--- config.mk ---
export PLATFORM = sky130hd
export DESIGN_NAME = game_match_scheduler
export DESIGN_NICKNAME = d
export VERILOG_FILES = /design/src/rtl/game_match_scheduler.sv
export SDC_FILE = /design/constraint.sdc
export NUM_CORES = 1
export LEC_CHECK = 0
export CAP_MARGIN = 15
export CORE_AREA = 2 2 64 66
export CTS_CLUSTER_SIZE = 25
export DETAILED_ROUTE_END_ITERATION = 10
export DIE_AREA = 0 0 66 68
export GPL_TIMING_DRIVEN = 0
export PLACE_DENSITY_LB_ADDON = 0.3
export SLEW_MARGIN = 15
export SYNTH_ARGS = -nofsm -noshare
export SYNTH_HDL_FRONTEND = slang
export SYNTH_SLANG_ARGS = --single-unit
--- constraint.sdc ---
create_clock -name clk -period 2.12 [get_ports clk]
set_clock_uncertainty 0.05 [all_clocks]
set_input_delay 0.424 -clock clk [delete_from_list [all_inputs] [get_ports clk]]
set_output_delay 0.424 -clock clk [all_outputs]
set_load 0.02 [all_outputs]
--- src/rtl/game_match_scheduler.sv ---
// game_match_scheduler: runs a best-of-N match in front of full_game and time-slices its control input between two players.
// Ports: clk, rst_n (async active-low); start/seed begin a match; req/mode_a/mode_b are player mode requests;
//        gameover/who come from full_game; init/initial_val/control drive full_game; grant is the one-hot holder;
//        busy, score_a, score_b, match_done, match_winner report match progress.
// Define GAME_SCHED_FIXED_PRIO_EN to replace round-robin arbitration with fixed priority (A over B).
module game_match_scheduler #(
  parameter int MODE_SLOT       = 8,
  parameter int GAMES_PER_MATCH = 3
) (
  input  logic       clk,
  input  logic       rst_n,
  input  logic       start,
  input  logic [3:0] seed,
  input  logic [1:0] req,
  input  logic [1:0] mode_a,
  input  logic [1:0] mode_b,
  input  logic       gameover,
  input  logic       who,
  output logic       init,
  output logic [3:0] initial_val,
  output logic [1:0] control,
  output logic [1:0] grant,
  output logic       busy,
  output logic [3:0] score_a,
  output logic [3:0] score_b,
  output logic       match_done,
  output logic       match_winner
);
  localparam logic [2:0] S_IDLE   = 3'd0;
  localparam logic [2:0] S_LOAD   = 3'd1;
  localparam logic [2:0] S_RUN    = 3'd2;
  localparam logic [2:0] S_RESULT = 3'd3;
  localparam logic [2:0] S_DONE   = 3'd4;
  localparam int SW = (MODE_SLOT > 1) ? $clog2(MODE_SLOT) : 1;
  localparam logic [SW-1:0] SLOT_LAST = SW'(MODE_SLOT - 1);
  localparam logic [3:0] WIN   = 4'(GAMES_PER_MATCH / 2 + 1);
  localparam logic [3:0] GAMES = 4'(GAMES_PER_MATCH);
  logic [2:0]    state_q, state_d;
  logic [3:0]    seed_q, seed_d;
  logic          init_q, init_d;
  logic [1:0]    control_q, control_d;
  logic [1:0]    grant_q, grant_d;
  logic          busy_q;
  logic [3:0]    sa_q, sa_d, sb_q, sb_d, games_q, games_d;
  logic [SW-1:0] slot_q, slot_d;
  logic          last_q, last_d;
  logic          first_q, first_d;
  logic          done_q, done_d;
  logic          winner_q, winner_d;
  logic          do_arb;
  logic [1:0]    pick, pick_mode;
  logic          rearb;
`ifdef GAME_SCHED_FIXED_PRIO_EN
  assign pick = req[0] ? 2'b01 : (req[1] ? 2'b10 : 2'b00);
`else
  // last_q: 0 = A served last, 1 = B served last; a lone requester is already one-hot
  assign pick = (req == 2'b11) ? (last_q ? 2'b01 : 2'b10) : req;
`endif
  assign pick_mode = pick[0] ? mode_a : (pick[1] ? mode_b : 2'b00);
  // an empty grant also counts as "holder not requesting", so idle slots re-arbitrate every cycle
  assign rearb = ((grant_q & req) == 2'b00) || (slot_q == SLOT_LAST);
  always_comb begin
    state_d   = state_q;
    seed_d    = seed_q;
    init_d    = 1'b0;
    control_d = control_q;
    grant_d   = grant_q;
    sa_d      = sa_q;
    sb_d      = sb_q;
    games_d   = games_q;
    slot_d    = slot_q;
    last_d    = last_q;
    first_d   = 1'b0;
    done_d    = 1'b0;
    winner_d  = winner_q;
    do_arb    = 1'b0;
    case (state_q)
      S_IDLE: if (start) begin
        state_d = S_LOAD;
        seed_d  = seed;
        sa_d    = 4'd0;
        sb_d    = 4'd0;
        games_d = 4'd0;
        init_d  = 1'b1;
        slot_d  = '0;
      end
      S_LOAD: begin
        state_d = S_RUN;
        first_d = 1'b1;
        do_arb  = 1'b1;
      end
      S_RUN: if (gameover && !first_q) begin
        // score is taken on entry to RESULT so it is visible together with the cleared grant
        state_d   = S_RESULT;
        grant_d   = 2'b00;
        control_d = 2'b00;
        games_d   = games_q + 1'b1;
        sb_d      = (who && sb_q != 4'hf) ? sb_q + 1'b1 : sb_q;
        sa_d      = (!who && sa_q != 4'hf) ? sa_q + 1'b1 : sa_q;
      end else if (rearb) begin
        do_arb = 1'b1;
      end else begin
        slot_d = slot_q + 1'b1;
      end
      S_RESULT: if (sa_q >= WIN || sb_q >= WIN || games_q == GAMES) begin
        state_d  = S_DONE;
        done_d   = 1'b1;
        winner_d = sb_q > sa_q;
      end else begin
        state_d = S_LOAD;
        init_d  = 1'b1;
        slot_d  = '0;
      end
      S_DONE: state_d = S_IDLE;
      default: state_d = S_IDLE;
    endcase
    if (do_arb) begin
      grant_d   = pick;
      control_d = pick_mode;
      slot_d    = '0;
      last_d    = (|pick) ? pick[1] : last_q;
    end
  end
  always_ff @(posedge clk or negedge rst_n) begin
    if (!rst_n) begin
      state_q   <= S_IDLE;
      seed_q    <= 4'd0;
      init_q    <= 1'b0;
      control_q <= 2'b00;
      grant_q   <= 2'b00;
      busy_q    <= 1'b0;
      sa_q      <= 4'd0;
      sb_q      <= 4'd0;
      games_q   <= 4'd0;
      slot_q    <= '0;
      last_q    <= 1'b1;
      first_q   <= 1'b0;
      done_q    <= 1'b0;
      winner_q  <= 1'b0;
    end else begin
      state_q   <= state_d;
      seed_q    <= seed_d;
      init_q    <= init_d;
      control_q <= control_d;
      grant_q   <= grant_d;
      busy_q    <= state_d != S_IDLE;
      sa_q      <= sa_d;
      sb_q      <= sb_d;
      games_q   <= games_d;
      slot_q    <= slot_d;
      last_q    <= last_d;
      first_q   <= first_d;
      done_q    <= done_d;
      winner_q  <= winner_d;
    end
  end
  assign init         = init_q;
  assign initial_val  = seed_q;
  assign control      = control_q;
  assign grant        = grant_q;
  assign busy         = busy_q;
  assign score_a      = sa_q;
  assign score_b      = sb_q;
  assign match_done   = done_q;
  assign match_winner = winner_q;
endmodule

==> PnR_summary.wiki <==
{| class="wikitable"
! Metric !! Value
|-
| Run status || finished clean
|-
| Overflow left after global routing || 0
|-
| Hold crit path type || primary input to async pin
|-
| Sink count of the clock tree || 32
|-
| Synthesized area per cell || 10.5 sq um
|-
| Post-layout instance count excluding filler cells || 254
|-
| Crit path max fanout || 4
|-
| Pwr per Cell Area || 1340 mW/mm^2
|-
| Arrival time of the worst setup path || 2.15 ns
|-
| Clock edge transition at the registers on the reported setup and hold paths || 0.06 ns
|-
| Fraction of registers with async set or reset after synthesis || 100%
|-
| Worst slew margin relative to its limit || 54.2%
|-
| Final Total Pwr || 0.00295 W
|-
| Number of antenna violations at the first check in global routing || 0
|-
| Sum of net half-perimeters after detailed placement || 2.63 mm
|-
| Clock period minus worst slack || 2.04 ns
|-
| Buffer cell driving the clock tree root || sky130_fd_sc_hd__clkbuf_8
|-
| Via count of the first global-routing pass || 1286
|-
| Number of enable flip-flop cells after synthesis || 0
|-
| Synth Register Bits || 32
|-
| H-tree depth || 2
|-
| Max Cap Viol || 0
|-
| Area growth syn-to-layout || 32.9%
|-
| End point of the critical path || slot_q[0]$_DFFE_PN0P_
|-
| Net count of the finished layout || 229
|-
| Req. time, crit path || 2.24 ns
|-
| Number of rows in the core area || 23
|-
| Pin count of the biggest net entering global routing || 33
|-
| CTS Buffer Depth || 2
|-
| Number of nets with antenna violations after routing || 0
|-
| Final sum of negative setup slack || 0 ns
|-
| Type of element capturing the critical path || flip-flop
|-
| Vias per inst || 5.28
|-
| Depth of the worst register-to-register path || 6
|-
| Cell types with the highest counts after synthesis || sky130_fd_sc_hd__dfrtp_1, sky130_fd_sc_hd__nand2_1, sky130_fd_sc_hd__nand3_1
|-
| Quantity of I/O buffers inserted on ports || 34
|-
| Netlist Area Pre-Place || 0.00165 sq mm
|-
| Detailed-route via count || 1341
|-
| Worst setup startpoint || score_a[0]$_DFFE_PN0P_
|-
| Cell variety after synth || 41
|-
| Main area contributors after synthesis || sky130_fd_sc_hd__dfrtp_1, sky130_fd_sc_hd__ha_1, sky130_fd_sc_hd__nand2_1, sky130_fd_sc_hd__nand3_1, sky130_fd_sc_hd__o21ai_0
|-
| Proportion of synthesized chip area in sequential cells || 48.5%
|-
| Routability cong. || 0.800
|-
| Die Span X || 66 um
|-
| Peak supply drop || 0.609 mV
|-
| Kind of critical path || flip-flop to flip-flop
|-
| Top-count cell post-synth || sky130_fd_sc_hd__dfrtp_1
|-
| Hold slack || 0.133 ns
|-
| Wire length of the first global-routing pass || 6.02 mm
|-
| Static leakage power || 0.950 nW
|-
| Area of the multi-input gates || 830 sq um
|-
| Endpoint of the lowest-slack register-to-register path || slot_q[0]$_DFFE_PN0P_
|-
| Number of failing hold endpoints at the final stage || 0
|-
| Router iterations before antenna repair || 4
|-
| Final-report max-slew violation count || 0
|-
| Worst reg2reg startpoint || score_a[0]$_DFFE_PN0P_
|-
| FF+latch area || 807 sq um
|-
| Area of all placed cells without fillers || 0.00220 sq mm
|-
| # diodes || 0
|-
| Net count after synthesis || 183
|-
| Commonest register cell after synthesis || sky130_fd_sc_hd__dfrtp_1
|-
| Remaining routing DRC violations || 0
|-
| Total global routing track utilization || 17.9%
|-
| Post-route clock period utilization || 96.0%
|-
| Max Freq || 491 MHz
|-
| Worst setup SP type || flip-flop
|-
| TritonCTS buffer count || 5
|-
| # setup viols final || 0
|-
| Number of cells after detailed placement || 241
|-
| Fraction of post-synthesis cell area in the top cell type by area || 46.9%
|-
| Placeable core region || 0.00386 sq mm
|-
| Chip Height || 68 um
|-
| Effective utilization at floorplan || 42.9%
|-
| Number of DRC markers in iteration 0 || 56
|-
| Fraction of layout cells with a size suffix above 1 || 16.7%
|-
| Top Ports || 35
|-
| Post-synthesis cell count || 157
|-
| Clock tree from TritonCTS || done
|-
| Post-place instance area || 0.00205 sq mm
|-
| Actual slew at the worst max-slew pin || 0.687 ns
|-
| Total of hold buffers inserted after clock tree synthesis || 0
|-
| Number of inserted filler cells in the final layout || 331
|-
| Yosys synthesis warning count || 0
|-
| Library cell with the largest summed area after synthesis || sky130_fd_sc_hd__dfrtp_1
|-
| Routed length per placed instance || 14.5 um
|-
| Die Area || 0.00449 sq mm
|-
| Insertion delay of the later-clocked pin in the worst-skew pair || 0.28 ns
|-
| Slack of the worst reg-to-reg path || 0.08 ns
|-
| DRT Wirelength || 3.68 mm
|}
[area by class of cell]
| cell class | count | share of cell area (%) |
|---|---|---|
| inverter | 6 | 1.03 |
| buffer | 3 | 0.569 |
| clock buffer | 8 | 4.10 |
| tap | 50 | 2.85 |
| sequential | 32 | 36.7 |
| timing repair buffer | 39 | 17.0 |
| multi-input combinational | 116 | 37.8 |
[repair_timing]
item,4_1_cts,5_1_grt
pin swaps,2,3
endpoints found under the setup margin,3,9
buffers inserted,0,5
resized for setup,2,3
[cell families (layout without fill, tap and decap cells)]
| group | count (synthesis) | count (layout) | share of synthesized area [%] |
|---|---|---|---|
| and+or+nand+nor | 66 | 66 | 23.7 |
| xor gates and xnor gates | 2 | 2 | 1.06 |
| AOI/OAI and AO/OA | 35 | 35 | 14.7 |
| adders and majority gates | 11 | 11 | 8.33 |
| buffers and inverters | 9 | 56 | 2.12 |
| DFF | 32 | 32 | 48.5 |
| muxes | 2 | 2 | 1.59 |
[placed cells by master (no fill, tap or decap), drive strengths merged, types with 2 or more instances in the layout]
cell type and count:
a21oi 3, mux2 2, nor4 2, nand3 12
or3b 2, inv 6, nor2 6, a32oi 2
ha 11, nand2b 4, a22o 2, clkdlybuf4s50 33
o2bb2ai 4, nand2 22, a31oi 5, nand4 2
nor2b 2, o31ai 3, clkbuf 10, o21ai 11
buf 7, dfrtp 31, nor3b 3, nor3 4
[power by group]
part	internal, W	total [W]	switching (W)
Sequential	0.000825	0.00100	0.000180
Clock	0.000264	0.000472	0.000207
Combinational	0.000693	0.00147	0.000782
Total	0.00178	0.00295	0.00117
[metrics by stage]
step	setup WS (ns)	util [%]
after floorplan	0.0247	-
after global placement	-0.226	53.4
after detailed placement	-0.267	53.2
after CTS	0.0112	55.6
after global routing	-0.00597	57.0
final	0.0850	57.0
[sequential cells by signal, indices dropped and copies added, names as in the netlist]
signal        flops
state_q           3
control           2
init              1
busy              1
initial_val       4
last_q            1
games_q           4
score_a           4
match_winner      1
score_b           4
first_q           1
match_done        1
grant             2
slot_q            3
[routing by layer]
metal / GRT usage [%] / wire (um) / vias to the layer above
met1: 23.4 / 1710 / 632
met2: 28.3 / 1740 / 30
met5: 0 / 0 / -
met4: 7.91 / 95 / 0
met3: 4.44 / 139 / 11
li1: - / - / 668
[how the worst min path moves through the flow]
stage / start / end / cells after the start / slack (ns)
floorplan: rst_n / busy$_DFF_PN0_ / 0 / 0.08
global placement: initial_val[3]$_DFFE_PN0P_ / initial_val[3]$_DFFE_PN0P_ / 2 / 0.41
detailed placement: initial_val[0]$_DFFE_PN0P_ / initial_val[0]$_DFFE_PN0P_ / 2 / 0.42
CTS: rst_n / slot_q[1]$_DFFE_PN0P_ / 1 / 0.16
global route: rst_n / match_done$_DFF_PN0_ / 1 / 0.18
finish: rst_n / slot_q[1]$_DFFE_PN0P_ / 1 / 0.13
[critical path: stages, from the launching register on]
cell	delay, ns
sky130_fd_sc_hd__dfrtp_2	0.38
sky130_fd_sc_hd__inv_1	0.05
sky130_fd_sc_hd__ha_2	0.19
sky130_fd_sc_hd__nor4_4	0.36
sky130_fd_sc_hd__a31oi_2	0.17
sky130_fd_sc_hd__or4_4	0.45
sky130_fd_sc_hd__mux2_4	0.27
No activity file was read; power rests on OpenSTA's default activity.
